`src/rtl/bus_rr_arbiter_pkg.sv`:
```
// Shared types and default parameter values for the round-robin bus arbiter.
package bus_rr_arbiter_pkg;

  // The arbiter either has no owner (IDLE) or is serving one initiator (OWN)
  typedef enum logic {
    IDLE = 1'b0,
    OWN  = 1'b1
  } state_t;

  localparam int DEF_NUM_REQ    = 4;
  localparam int DEF_DATA_WIDTH = 32;
  localparam int DEF_MAX_BURST  = 16;

endpackage

```
`src/rtl/bus_rr_arbiter_rr_pick.sv`:
```
// Combinational round-robin picker: finds the first requester strictly after
// the previous owner, wrapping around, and reports it one-hot and as an index.
module rr_pick
  import bus_rr_arbiter_pkg::*;
#(
  parameter int NUM_REQ = DEF_NUM_REQ
) (
  input  logic [NUM_REQ-1:0]         i_req,
  input  logic [$clog2(NUM_REQ)-1:0] i_lastOwner,
  output logic [NUM_REQ-1:0]         o_oneHot,
  output logic [$clog2(NUM_REQ)-1:0] o_index
);

  localparam int IDW = $clog2(NUM_REQ);

  logic           w_found;
  logic [IDW-1:0] w_candIdx;

  // Walk the requesters starting one past the last owner; the first hit wins
  always_comb begin
    o_oneHot  = '0;
    o_index   = '0;
    w_found   = 1'b0;
    w_candIdx = '0;
    for (int k = 1; k <= NUM_REQ; k++) begin
      w_candIdx = IDW'((int'(i_lastOwner) + k) % NUM_REQ);
      if (!w_found && i_req[w_candIdx]) begin
        w_found             = 1'b1;
        o_index             = w_candIdx;
        o_oneHot[w_candIdx] = 1'b1;
      end
    end
  end

endmodule

```
`src/rtl/bus_rr_arbiter.sv`:
```
// Round-robin arbiter sharing one responder bus among NUM_REQ initiators.
// An owner keeps the bus until it sends a last beat or hits MAX_BURST beats.
module bus_rr_arbiter
  import bus_rr_arbiter_pkg::*;
#(
  parameter int NUM_REQ    = DEF_NUM_REQ,
  parameter int DATA_WIDTH = DEF_DATA_WIDTH,
  parameter int MAX_BURST  = DEF_MAX_BURST
) (
  input  logic                          clock,
  input  logic                          reset,
  input  logic [NUM_REQ-1:0]            req_valid,
  input  logic [NUM_REQ-1:0]            req_last,
  input  logic [NUM_REQ*DATA_WIDTH-1:0] req_data,
  output logic [NUM_REQ-1:0]            req_ready,
  output logic                          bus_valid,
  output logic                          bus_last,
  output logic [DATA_WIDTH-1:0]         bus_data,
  input  logic                          bus_ready,
  output logic [NUM_REQ-1:0]            grant,
  output logic [$clog2(NUM_REQ)-1:0]    grant_id,
  output logic                          burst_abort
);

  localparam int IDW = $clog2(NUM_REQ);
  localparam int CW  = $clog2(MAX_BURST + 1);

  state_t               r_state;
  state_t               w_nextState;
  logic [IDW-1:0]       r_owner;
  logic [NUM_REQ-1:0]   r_ownerOneHot;
  logic [IDW-1:0]       r_lastOwner;
  logic [CW-1:0]        r_count;
  logic                 r_abort;

  logic [NUM_REQ-1:0]   w_pickOneHot;
  logic [IDW-1:0]       w_pickIndex;
  logic                 w_accept;
  logic                 w_release;
  logic [CW-1:0]        w_countInc;

  rr_pick #(
    .NUM_REQ (NUM_REQ)
  ) u_pick (
    .i_req       (req_valid),
    .i_lastOwner (r_lastOwner),
    .o_oneHot    (w_pickOneHot),
    .o_index     (w_pickIndex)
  );

  // State register
  always_ff @(posedge clock) begin
    if (reset) begin
      r_state <= IDLE;
    end else begin
      r_state <= w_nextState;
    end
  end

  // Next state plus the combinational bus mux; the owner's beat passes straight through
  always_comb begin
    w_nextState = r_state;
    req_ready   = '0;
    bus_valid   = 1'b0;
    bus_last    = 1'b0;
    bus_data    = '0;
    grant       = '0;
    grant_id    = '0;
    w_accept    = 1'b0;
    w_release   = 1'b0;
    w_countInc  = r_count + CW'(1);
    case (r_state)
      IDLE: begin
        if (|req_valid) begin
          w_nextState = OWN;
        end
      end
      OWN: begin
        grant              = r_ownerOneHot;
        grant_id           = r_owner;
        bus_valid          = req_valid[r_owner];
        bus_last           = req_last[r_owner];
        bus_data           = req_data[r_owner*DATA_WIDTH +: DATA_WIDTH];
        req_ready[r_owner] = bus_ready;
        w_accept           = req_valid[r_owner] && bus_ready;
        w_release          = w_accept && (req_last[r_owner] || (w_countInc == CW'(MAX_BURST)));
        if (w_release) begin
          w_nextState = IDLE;
        end
      end
      default: w_nextState = IDLE;
    endcase
  end

  // Owner capture, beat counting and the one-cycle abort pulse on forced release
  always_ff @(posedge clock) begin
    if (reset) begin
      r_owner       <= '0;
      r_ownerOneHot <= '0;
      r_lastOwner   <= IDW'(NUM_REQ - 1);
      r_count       <= '0;
      r_abort       <= 1'b0;
    end else begin
      r_abort <= 1'b0;
      if (r_state == IDLE) begin
        r_count <= '0;
        if (|req_valid) begin
          r_owner       <= w_pickIndex;
          r_ownerOneHot <= w_pickOneHot;
        end
      end else if (w_release) begin
        r_lastOwner <= r_owner;
        r_count     <= '0;
        r_abort     <= !req_last[r_owner];
      end else if (w_accept) begin
        r_count <= w_countInc;
      end
    end
  end

  assign burst_abort = r_abort;

endmodule
```
`config.mk`:
```
export PLATFORM = sky130hd
export DESIGN_NAME = bus_rr_arbiter
export DESIGN_NICKNAME = d
export VERILOG_FILES = /design/src/rtl/bus_rr_arbiter_pkg.sv /design/src/rtl/bus_rr_arbiter_rr_pick.sv /design/src/rtl/bus_rr_arbiter.sv
export SDC_FILE = /design/constraint.sdc
export NUM_CORES = 1
export LEC_CHECK = 0
export ABC_AREA = 1
export ABC_CLOCK_PERIOD_IN_PS = 3300
export CELL_PAD_IN_SITES_DETAIL_PLACEMENT = 0
export CELL_PAD_IN_SITES_GLOBAL_PLACEMENT = 1
export CORE_MARGIN = 5
export CORE_UTILIZATION = 21
export DETAILED_ROUTE_END_ITERATION = 16
export PLACE_DENSITY = 0.95
export SYNTH_ARGS = -nofsm -noshare
export SYNTH_HDL_FRONTEND = slang
export SYNTH_SLANG_ARGS = --single-unit
```
`constraint.sdc`:
```
create_clock -name clock -period 3.3 [get_ports clock]
set_clock_uncertainty 0.2 [all_clocks]
set_input_delay 0.825 -clock clock [delete_from_list [all_inputs] [get_ports clock]]
set_output_delay 0.825 -clock clock [all_outputs]
set_load 0.01 [all_outputs]
```
## After elaboration in Yosys (flattened, before gate mapping)

Cells that the tools add are included.

- Output and inout port bits: 45
- Logic and storage cells: 93
- Flip-flop bits (word level): 15

- Bitwise logic cells: 6
- Mux-type cells: 44
- Shifts and indexed selects: 1
- Eq/ne operators: 1
- $lt $le $gt $ge: 10
- Add/sub/neg operators: 5
- Reduce and logical (&&, ||, !) cells: 20

Operators by type and width:

| kind | count |
|---|---|
| $shiftx 128x8->32 | 1 |
| $mux 32 | 1 |
| $mux 4 | 6 |
| $mux 1 | 20 |
| $lt 2x3->1 const B | 5 |
| $bmux 1 s2 | 6 |
| $or 4x4->4 | 3 |
| $demux 1 s2 | 5 |
| $ge 2x1->1 const B | 5 |
| $logic_and 1x1->1 | 10 |
| $mux 2 | 5 |
| $reduce_or 3->1 | 2 |
| $add 5x1->5 const B | 1 |
| $eq 5x5->1 const B | 1 |
| $add 2x1->2 const B | 2 |
| $add 2x2->2 const B | 2 |
| $and 4x4->4 | 1 |
| $logic_not 1->1 | 4 |
| $reduce_and 2->1 | 2 |
| $reduce_or 4->1 | 1 |
| $not 1->1 | 2 |
| $pmux 1 s2 | 1 |
| $logic_or 1x1->1 | 1 |

## Logic depth before layout (Yosys ltp)

- Word-level depth: 13
- Mapped depth: 12

## Hierarchy

A second synthesis with hierarchy kept.

- Cell total of the unflattened synthesis: 378
- Area, all modules: 2307.2 µm²

By module, submodules not included:

| module | area an instance (µm²) | seq. area each (µm²) | cells an instance | instances |
|---|---|---|---|---|
| bus_rr_arbiter | 1771.7 | 300.3 | 293 | 1 |
| rr_pick | 535.5 | 0.0 | 85 | 1 |

## Least setup slack after synthesis

Ideal clock, no wire load.

- Kind: in2out
- From: in req_valid[1]
- To: out bus_valid
- Path buffers: 0
- Arrival time: 1.328 ns
- Setup slack: 0.947 ns
- Cell stages on the path: 4
- Data required time: 2.275 ns
- Cells stage by stage: inv_1 -> o22ai_1 -> nor2_1 -> nor2_1

- Word-level cells in the longest chain between the ends: 3

RTL lines:

| element | line | RTL |
|---|---|---|
| start: declaration | bus_rr_arbiter.sv:12 | `input logic [NUM_REQ-1:0] req_valid,` |
| $bmux 1 s2 | bus_rr_arbiter.sv:81 | `bus_valid = req_valid[r_owner];` |
| $mux 1 (not written as such) | bus_rr_arbiter.sv:81 |  |
| $mux 1 | bus_rr_arbiter.sv:72 | `case (r_state)` |
| end: declaration | bus_rr_arbiter.sv:16 | `output logic bus_valid,` |

No other way between the ends. The select of a mux whose other input is x is not followed.

## Final worst setup path

- From: in bus_ready
- To: out req_ready[2]

- Word-level cells in the longest chain between the ends: 2

RTL lines:

| element | line | RTL |
|---|---|---|
| start: declaration | bus_rr_arbiter.sv:19 | `input logic bus_ready,` |
| $and 4x4->4 (no line) | -- |  |
| $mux 4 | bus_rr_arbiter.sv:72 |  |
| end: declaration | bus_rr_arbiter.sv:15 | `output logic [NUM_REQ-1:0] req_ready,` |

No other way between the ends.

==> impl_metrics.yaml <==
status:
  result_of_the_run: "finished, final reports clean"
power_and_ir_drop:
  internal_power_component_uw: 831
  total_power_mw: 1.44
  share_clk_of_total_power_pct: 10.5
  power.share.sequential_pct: 16.1
  pwr-share-comb_pct: 73.4
  pwr_density_cell_mw_per_mm2: 344
  power_switching_share_pct: 42.3
  total_leakage_power_nw: 1.71
  switching_power_uw: 610
  vdd_drop_max_mv: 0.122
finish:
  final-instance-count-excl-fill: 684
  synthesis_to_finish_area_growth_pct: 104
  final_net_count: 701
  multi_input_area_mm2: 0.00155
  final_cell_mix: "181 x sky130_fd_sc_hd__clkdlybuf4s50_1, 127 x sky130_fd_sc_hd__nand2_1, 32 x sky130_fd_sc_hd__a22oi_1, 32 x sky130_fd_sc_hd__a31oi_1, 30 x sky130_fd_sc_hd__nor2_1"
  final.fill_count: 1026
  regArea_um2: 302
  drive_gt1_share_pct: 7.62
  insertedDiodeCount: 0
  final_common_cell: "sky130_fd_sc_hd__clkdlybuf4s50_1"
sta:
  final.setup.tns_ns: 0
  finalSetupViolations: 0
  worst_pin_slew_ns: 0.416
  layout_min_cycle_time_ns: 3.23
  worst_slew_margin_rel_pct: 72.2
  fmax_mhz: 310
  whs_ns: 0.325
  layout_setup_ws_ns: 0.0709
  grt_setup_unrepaired: "yes"
  report.final.hold_viol_count: 0
  min_period_over_period_pct: 97.9
  timing.final.max_slew_violations: 0
floorplanning:
  placeableCoreArea_mm2: 0.00968
  fp.dieW_um: 109
  start_util_pct: 21.2
  die_area_mm2: 0.0119
  pin_count: 184
  core.rowCount: 36
  die_y_um: 109
synth:
  netlist.top_cell.by_area: "sky130_fd_sc_hd__nand2_1"
  synth.yosys.seq_area_share_pct: 14.6
  yosys_register_bits: 15
  post_synth_main_area_contributors: "sky130_fd_sc_hd__nand2_1 23%, sky130_fd_sc_hd__dfxtp_1 15%, sky130_fd_sc_hd__a22oi_1 12%"
  synth.yosys.warnings: 0
  synthesis.area_mm2: 0.00206
  synth-main-ff-cell: "sky130_fd_sc_hd__dfxtp_1"
  yosys.cell_types.count: 30
  synth_edf_count: 0
  yosysTopAreaCellShare_pct: 23.4
  mappedNetlistNets: 511
  synth_async_sr_flop_share_pct: 0
  synthesis.instances: 362
  syn-mean-instance-area_um2: 5.68
placement:
  dp.final_hpwl_um: 8290
  io_buffers: 183
  dp.cells: 680
  place_ws_ns: -0.122
  routabilityCongestion: 0.832
clocking:
  worst_skew_late_latency_ns: 0.25
  clock_h_tree_levels: 1
  post_cts_buffers: 0
  cts_buffer_depth: 2
  cts_inserted_buffers: 3
  ctsRootBufferMaster: "sky130_fd_sc_hd__clkbuf_8"
  clock_pin_transition_on_the_worst_setup_and_hold_timing_paths_ns: 0.06
  clock_sinks: 15
  hold_buffers: 0
  cts_tree: "yes"
route:
  drc: 0
  route.detailed.wl_per_inst_um: 14.5
  postRouteAntennaNets: 0
  drt_wl_total_um: 9890
  drt_pre_antenna_iters: 5
  viasPerCell: 4.61
  dr.first_iter.drc_count: 118
  vias: 3152
global_routing:
  grt_antenna_before_repair: 0
  first_global_vias: 3343
  global_route_wire_length_before_repair_um: 15600
  grt_start_max_net_pins: 30
  grtUsageTotal_pct: 16.2
  grt_remaining_overflow: 0
setup_path:
  path_class: "input pin to output pin"
  critical_path_arrival_ns: 2.20
  peak_fanout_along_the_critical_path: 6
  endpoint_kind: "output pin"
  type_of_element_launching_the_critical_path: "input pin"
  timing.critical_path.required_ns: 2.27
flow_run:
  timing.max_cap.violations: 0
min_path:
  hold_path.class: "flop to flop"
[synth_stat cells (all sizes together), types with 2 or more instances]
| cell | n |
|---|---|
| nand2 | 135 |
| nor2 | 34 |
| a22oi | 32 |
| a31oi | 32 |
| inv | 30 |
| nand3 | 26 |
| clkbuf | 16 |
| dfxtp | 15 |
| ha | 10 |
| a21oi | 6 |
| o21ai | 6 |
| a21boi | 5 |
| buf | 3 |
| clkinv | 3 |
| o22ai | 2 |
| xor2 | 2 |
[per-layer routing]
layer	routed length (um)	GRT usage, %	vias to the layer above
met5	0	0	-
met4	136	2.89	0
met3	802	5.33	10
met2	5220	30.1	108
met1	3720	18.0	1428
li1	-	-	1606
[metrics by stage]
| stage | instance area [um2] | util (%) |
|---|---|---|
| after CTS | 4190 | 43.2 |
| final | 4190 | 43.3 |
| after floorplan | 2060 | - |
| after global placement | 4140 | 42.8 |
| after global routing | 4190 | 43.3 |
| after detailed placement | 4140 | 42.8 |
[cells by family after synthesis]
group                    share of synthesized area (%)
AO/OA/AOI/OAI                                     27.8
XOR/XNOR                                          1.28
adder cells (fa/ha/maj)                           6.08
buffers and inverters                             10.2
flip-flops                                        14.6
AND/OR/NAND/NOR                                   40.0
[flip-flops by register name, summed over array words and instances (netlist names)]
signal         cells
burst_abort        1
r_count            5
r_lastOwner        2
r_owner            2
r_ownerOneHot      4
r_state            1
[final cells by class]
type / instances / share of cell area, %
well taps: 133 / 3.97
flip-flops and latches: 15 / 7.20
inverters: 33 / 3.02
repair buffers: 204 / 47.7
clock buffers: 4 / 1.07
multi-input cells: 295 / 37.0
[worst max-delay path: stages]
cell and delay, ns:
sky130_fd_sc_hd__clkdlybuf4s50_1 0.51, sky130_fd_sc_hd__nand2_2 0.16, sky130_fd_sc_hd__nor2_2 0.16, sky130_fd_sc_hd__clkdlybuf4s50_1 0.55
[power groups by stage]
stage / registers [mW] / clock network [mW] / logic [mW]
after detailed placement: 0.235 / 0 / 1.07
after floorplan: 0.222 / 0 / 0.518
after CTS: 0.232 / 0.159 / 1.07
after global placement: 0.233 / 0 / 1.06
after global routing: 0.235 / 0.164 / 1.17
final: 0.232 / 0.152 / 1.06
[path summary, 6_finish.rpt]
| kind | startpoint | endpoint | slack, ns | cells after the start |
|---|---|---|---|---|
| min | r_ownerOneHot[0] | r_ownerOneHot[0] | 0.33 | 2 |
| max | bus_ready | req_ready[2] | 0.07 | 4 |
| max reg2reg | r_lastOwner[1] | r_ownerOneHot[2] | 0.88 | 10 |
| min reg2reg | r_ownerOneHot[0] | r_ownerOneHot[0] | 0.33 | 2 |
[repair_timing]
action,CTS,global route
endpoints found under the setup margin,6,6
endpoints found under the hold margin,0,0
pin swaps,0,0
resized for setup,3,2
No activity file was read; power rests on OpenSTA's default activity.
==> variant 1, RTL diff (same flow settings) <==
`DEF_NUM_REQ`: 4 -> 8.
--- a/src/rtl/bus_rr_arbiter_pkg.sv
+++ b/src/rtl/bus_rr_arbiter_pkg.sv
@@ -7,7 +7,7 @@
     OWN  = 1'b1
   } state_t;
 
-  localparam int DEF_NUM_REQ    = 4;
+  localparam int DEF_NUM_REQ    = 8;
   localparam int DEF_DATA_WIDTH = 32;
   localparam int DEF_MAX_BURST  = 16;
 
Interface: changed (6 resized); port bits go from 184 to 329. No check against the original RTL was run, so the function may have changed too.
==> variant 1 against the unedited design <==
  * Wire length grew to 2.6 times the old value
  * Die area grew 110%
  * Sequential power grew 64%
  * Area after synthesis grew 120%
  * Total power grew to 3.2 times the old value
  * Worst hold slack lost 0.048 ns
  * Global-route usage grew 3.7 points
  * Setup slack lost 0.029 ns
  * Sequential cell count grew 6
  * Maximum frequency shrank 0.88%
  * Final area grew 100%
  * Clock power grew 75%
  * Register-to-register slack lost 0.50 ns
  * Critical path type unchanged
==> variant 1: results <==
metrics = {
    "pwr": {
        "max-vdd-ir-drop_v": 0.0002605,
        "clk-power_uw": 266,
        "p_seq_uw": 381,
        "p_leak_uw": 0.003662,
        "internal_power_uw": 2087,
    },
    "synthesis": {
        "ys.flop_type": "dfxtp_1",
        "synth_top_area_share_pct": 27.06,
        "ys_seq_area_share_pct": 9.297,
        "synth_cells": 906,
        "synthTopCellsByArea": "nor2_1 (27%), o21ai_0 (18%), nand2_1 (9.5%), dfxtp_1 (9.3%), a41oi_1 (6.2%)",
        "synth.cells.most_frequent": "nor2_1 (326), o21ai_0 (161), nand2_1 (114)",
        "synth.distinct_cells": 39,
        "postSynthNetCount": 1189,
    },
    "route": {
        "wl_um": 25940,
        "drt_first_pass_iters": 5,
        "wl_per_cell_um": 17.16,
        "drt-initial-drc-count": 579,
        "via_count": 7270,
    },
    "critical_path": {
        "setup.worst_path.start": "bus_ready",
        "r2r_start": "r_lastOwner[0]",
        "endpoint": "req_ready[5]",
        "worstPathArrival_ns": 2.23,
        "critPathMaxFanout": 8,
        "r2r.worst_path.cells": 13,
        "r2r_slack_ns": 0.38,
        "reg2reg_to": "r_owner[0]",
    },
    "final_layout": {
        "clk_share_pct": 0.9756,
        "multi_input_area_share_pct": 43.30,
        "sh_seq_area_pct": 5.026,
        "num-nonclk-inverters": 55,
        "drive_above_1_share_pct": 7.317,
        "antennaDiodeCount": 7,
        "fillCellCount": 2306,
        "buf_share_pct": 43.96,
        "area_delta_synth_final_pct": 87.19,
        "multi_input_gates": 770,
        "clock_buffers": 3,
        "nNonClkBuffers": 380,
        "final_nets": 1514,
        "reg_top3": "r_ownerOneHot x8, r_count x5",
        "design.seq.count": 21,
    },
    "global_routing": {
        "grt.total_usage_pct": 19.95,
        "grt_pass1_wl_um": 38730,
        "grt_antenna_before_repair": 7,
        "grt_pass1_vias": 7040,
        "grt_max_degree": 60,
    },
    "floorplanning": {
        "fp.coreArea_mm2": 0.02109,
    },
    "min_path": {
        "hold_depth": 2,
        "min-delay-start": "r_count[4]",
        "whs_endpoint": "r_count[4]",
    },
    "placed_design": {
        "placedInstanceArea_mm2": 0.008366,
        "dp.final_hpwl_um": 21160,
        "place_congestion": 0.9790,
        "portBuffers": 328,
    },
    "cts": {
        "clk_pin_slew_ns": 0.06,
        "post_cts_buffers": 0,
        "clock_tree.root_cell": "clkbuf_16",
    },
    "status": {
        "status": "completed",
    },
    "sta": {
        "slew_headroom_pct": 70.76,
    },
}
-- variant 1: changes by cell type in the layout (fill, tap and decap cells not counted), moves of 17 or more --
| cell | change |
|---|---|
| a22oi_1 | -32 |
| a31oi_1 | -32 |
| a41oi_1 | +30 |
| buf_4 | +25 |
| clkdlybuf4s50_1 | +106 |
| dlygate4sd2_1 | +29 |
| inv_1 | +19 |
| nand3_1 | +17 |
| nor2_1 | +295 |
| nor3_1 | +29 |
| o21ai_0 | +153 |
-- variant 1: timing repair --
item | CTS | global route
pin swaps | 2 | 2
resized for setup | 42 | 14
setup endpoints to repair | 42 | 12
-- variant 1: through the flow --
stage          power, uW  setup TNS (ns)  setup slack [ns]  hold slack, ns
6_report            4643               0           0.04232          0.2770
2_1_floorplan       2636               0            0.5185          0.2527
3_5_place_dp        4517          -4.098           -0.4128          0.2700
5_1_grt             5137               0          0.003514          0.3171
4_1_cts             4678        -0.01854          -0.01854          0.2807
3_3_place_gp        4510          -4.149           -0.4357          0.2617
-- variant 1: critical path: stages --
cell and delay [ns]:
clkdlybuf4s50_1 0.50, clkinv_2 0.13, nor3_1 0.20, clkdlybuf4s50_1 0.57
-- variant 1: kinds of logic after synthesis --
family                     Yosys count  share of synthesized area, %
AOI/OAI and AO/OA                  220                         27.34
xor gates and xnor gates             6                         1.744
adders and majority gates            8                         2.214
buffers and inverters              115                         10.24
DFF                                 21                         9.297
and+or+nand+nor                    536                         49.17
-- variant 1: layer usage --
layer  share of wire (%)  track usage [%]  up-vias
li1                    -                -     3654
met1                  37            22.61     3288
met2                  52            36.73      285
met3                 8.0            4.840       43
met4                 3.4            6.157        0
met5                   0                0        -
==> variant 2, RTL diff (same settings) <==
Without the edit above. Reset style: asynchronous (`reset`), changed in 2 clocked blocks.
--- a/src/rtl/bus_rr_arbiter.sv
+++ b/src/rtl/bus_rr_arbiter.sv
@@ -49,7 +49,7 @@
   );
 
   // State register
-  always_ff @(posedge clock) begin
+  always_ff @(posedge clock or posedge reset) begin
     if (reset) begin
       r_state <= IDLE;
     end else begin
@@ -93,7 +93,7 @@
   end
 
   // Owner capture, beat counting and the one-cycle abort pulse on forced release
-  always_ff @(posedge clock) begin
+  always_ff @(posedge clock or posedge reset) begin
     if (reset) begin
       r_owner       <= '0;
       r_ownerOneHot <= '0;
Formal check against the unedited RTL: differs if reset is asserted again (counterexample within 4 cycles, from zero or initial values and one cycle with reset high); with reset held inactive, the same outputs for 4 cycles.
==> variant 2 against the unedited design <==
  * Non-clock buffer count is 2 lower
  * Synthesized cell count is 1.7% higher
  * Wire length is 12% higher
  * Maximum frequency is 0.44% lower
  * Sequential cell count stayed put
  * Area after synthesis is 11% higher
  * Final area is 4.0% higher
  * Setup slack worse by 0.014 ns
Power is not compared: it rests on default switching activity, and its combinational part moved more than twofold at a synthesized area within 25%.
==> variant 2: results <==
metrics = {
    "final_layout": {
        "reg_top3": "r_count x5, r_ownerOneHot x4",
        "fillCellCount": 1143,
        "drive_above_1_share_pct": 9.358,
        "final_nets": 694,
        "antennaDiodeCount": 0,
    },
    "synthesis": {
        "ys.flop_type": "dfrtp_1",
        "ys_seq_area_share_pct": 16.59,
        "synthTopCellsByArea": "nand3_1 (19%), dfrtp_1 (14%), nand2_1 (11%), a22oi_1 (11%), a31oi_1 (9.1%)",
        "ys_warn_count": 0,
        "synth.distinct_cells": 33,
        "async_flop_share_pct": 100.0,
        "postSynthNetCount": 516,
        "synth.cells.most_frequent": "nand3_1 (85), nand2_1 (65), a31oi_1 (33)",
    },
    "min_path": {
        "hp-class": "reg2reg",
        "min-delay-start": "r_count[4]",
        "hold_depth": 2,
        "whs_endpoint": "r_count[4]",
    },
    "global_routing": {
        "grt_pass1_wl_um": 17540,
        "grt_antenna_before_repair": 0,
        "grt_max_degree": 45,
        "grt_pass1_vias": 3618,
        "grt.total_usage_pct": 16.22,
    },
    "placed_design": {
        "portBuffers": 183,
        "placedInstanceArea_mm2": 0.004298,
        "place_congestion": 0.8367,
        "dp.final_hpwl_um": 8985,
    },
    "cts": {
        "post_cts_buffers": 0,
        "clock_tree.root_cell": "clkbuf_8",
        "htree_levels": 1,
        "cts.path.max_buffers": 2,
        "cts_made_buffers": 3,
        "clk-insertion-delay-late_ns": 0.24,
        "cts_resized": 1,
    },
    "pwr": {
        "internal_power_uw": 1709,
        "p_leak_uw": 0.001838,
        "p_seq_share_pct": 10.0,
        "max-vdd-ir-drop_v": 0.0003270,
    },
    "critical_path": {
        "r2r_slack_ns": 0.97,
        "r2r.worst_path.cells": 10,
        "critPathMaxFanout": 1,
        "r2r_start": "r_lastOwner[1]",
        "reg2reg_to": "r_owner[0]",
        "worstPathArrival_ns": 2.22,
    },
    "route": {
        "wl_per_cell_um": 16.15,
        "drt-initial-drc-count": 145,
        "via_count": 3312,
        "drt_first_pass_iters": 4,
    },
    "sta": {
        "slew_headroom_pct": 62.52,
        "whs_ns": 0.3120,
    },
    "status": {
        "status": "completed",
    },
}
variant 2: per-stage QoR:
| step | TNS, ns | instances | setup WS [ns] |
|---|---|---|---|
| finish | 0 | 685 | 0.05668 |
| global route | 0 | 685 | 0.0008105 |
| floorplan | 0 | 368 | 0.9561 |
| detailed placement | 0 | 681 | 0.01484 |
| CTS | 0 | 685 | 0.008830 |
| global placement | -0.002247 | 681 | -0.002247 |
variant 2: worst max path at each step:
stage | start | to | slack, ns | cells past startpoint
final | req_data[64] | bus_data[0] | 0.06 | 4
after floorplan | req_valid[1] | bus_valid | 0.96 | 4
after CTS | req_last[1] | bus_last | 0.009 | 6
after detailed placement | req_last[1] | bus_last | 0.01 | 6
after global routing | req_data[64] | bus_data[0] | 0.0008 | 4
after global placement | req_last[1] | bus_last | -0.002 | 6
variant 2: cells by family after synthesis:
group	Yosys count	share of synthesized area (%)
flip-flops	15	16.59
adder cells (fa/ha/maj)	9	4.945
AO/OA/AOI/OAI	74	22.14
AND/OR/NAND/NOR	205	44.01
buffers and inverters	65	12.31
variant 2: critical path, stage by stage:
cell and delay [ns]:
clkdlybuf4s50_1 0.46, nand3_1 0.11, a31oi_1 0.25, clkdlybuf4s50_1 0.58
variant 2: cell type report:
| cell class | count | area, um^2 | area share, % |
|---|---|---|---|
| Sequential cell | 15 | 379.1 | 8.699 |
| Clock buffer | 4 | 45.04 | 1.034 |
| Inverter | 36 | 142.6 | 3.273 |
| Timing Repair Buffer | 202 | 1997 | 45.82 |
| Multi-Input combinational cell | 288 | 1619 | 37.15 |
| Tap cell | 140 | 175.2 | 4.020 |
variant 2: routing by layer:
layer	up-vias	GRT usage, %	part of all wire (%)
met5	-	0	0
met4	0	3.484	1.5
met3	9	5.233	8.0
met2	127	30.37	54
met1	1530	17.75	37
li1	1646	-	-
variant 2: power by group through the flow:
stage          clock network, uW  registers [uW]  logic, uW
2_1_floorplan                  0             302       1710
5_1_grt                      159             361       3280
4_1_cts                      151             351       3020
3_5_place_dp                   0             353       3000
6_report                     146             349       2990
3_3_place_gp                   0             350       2960
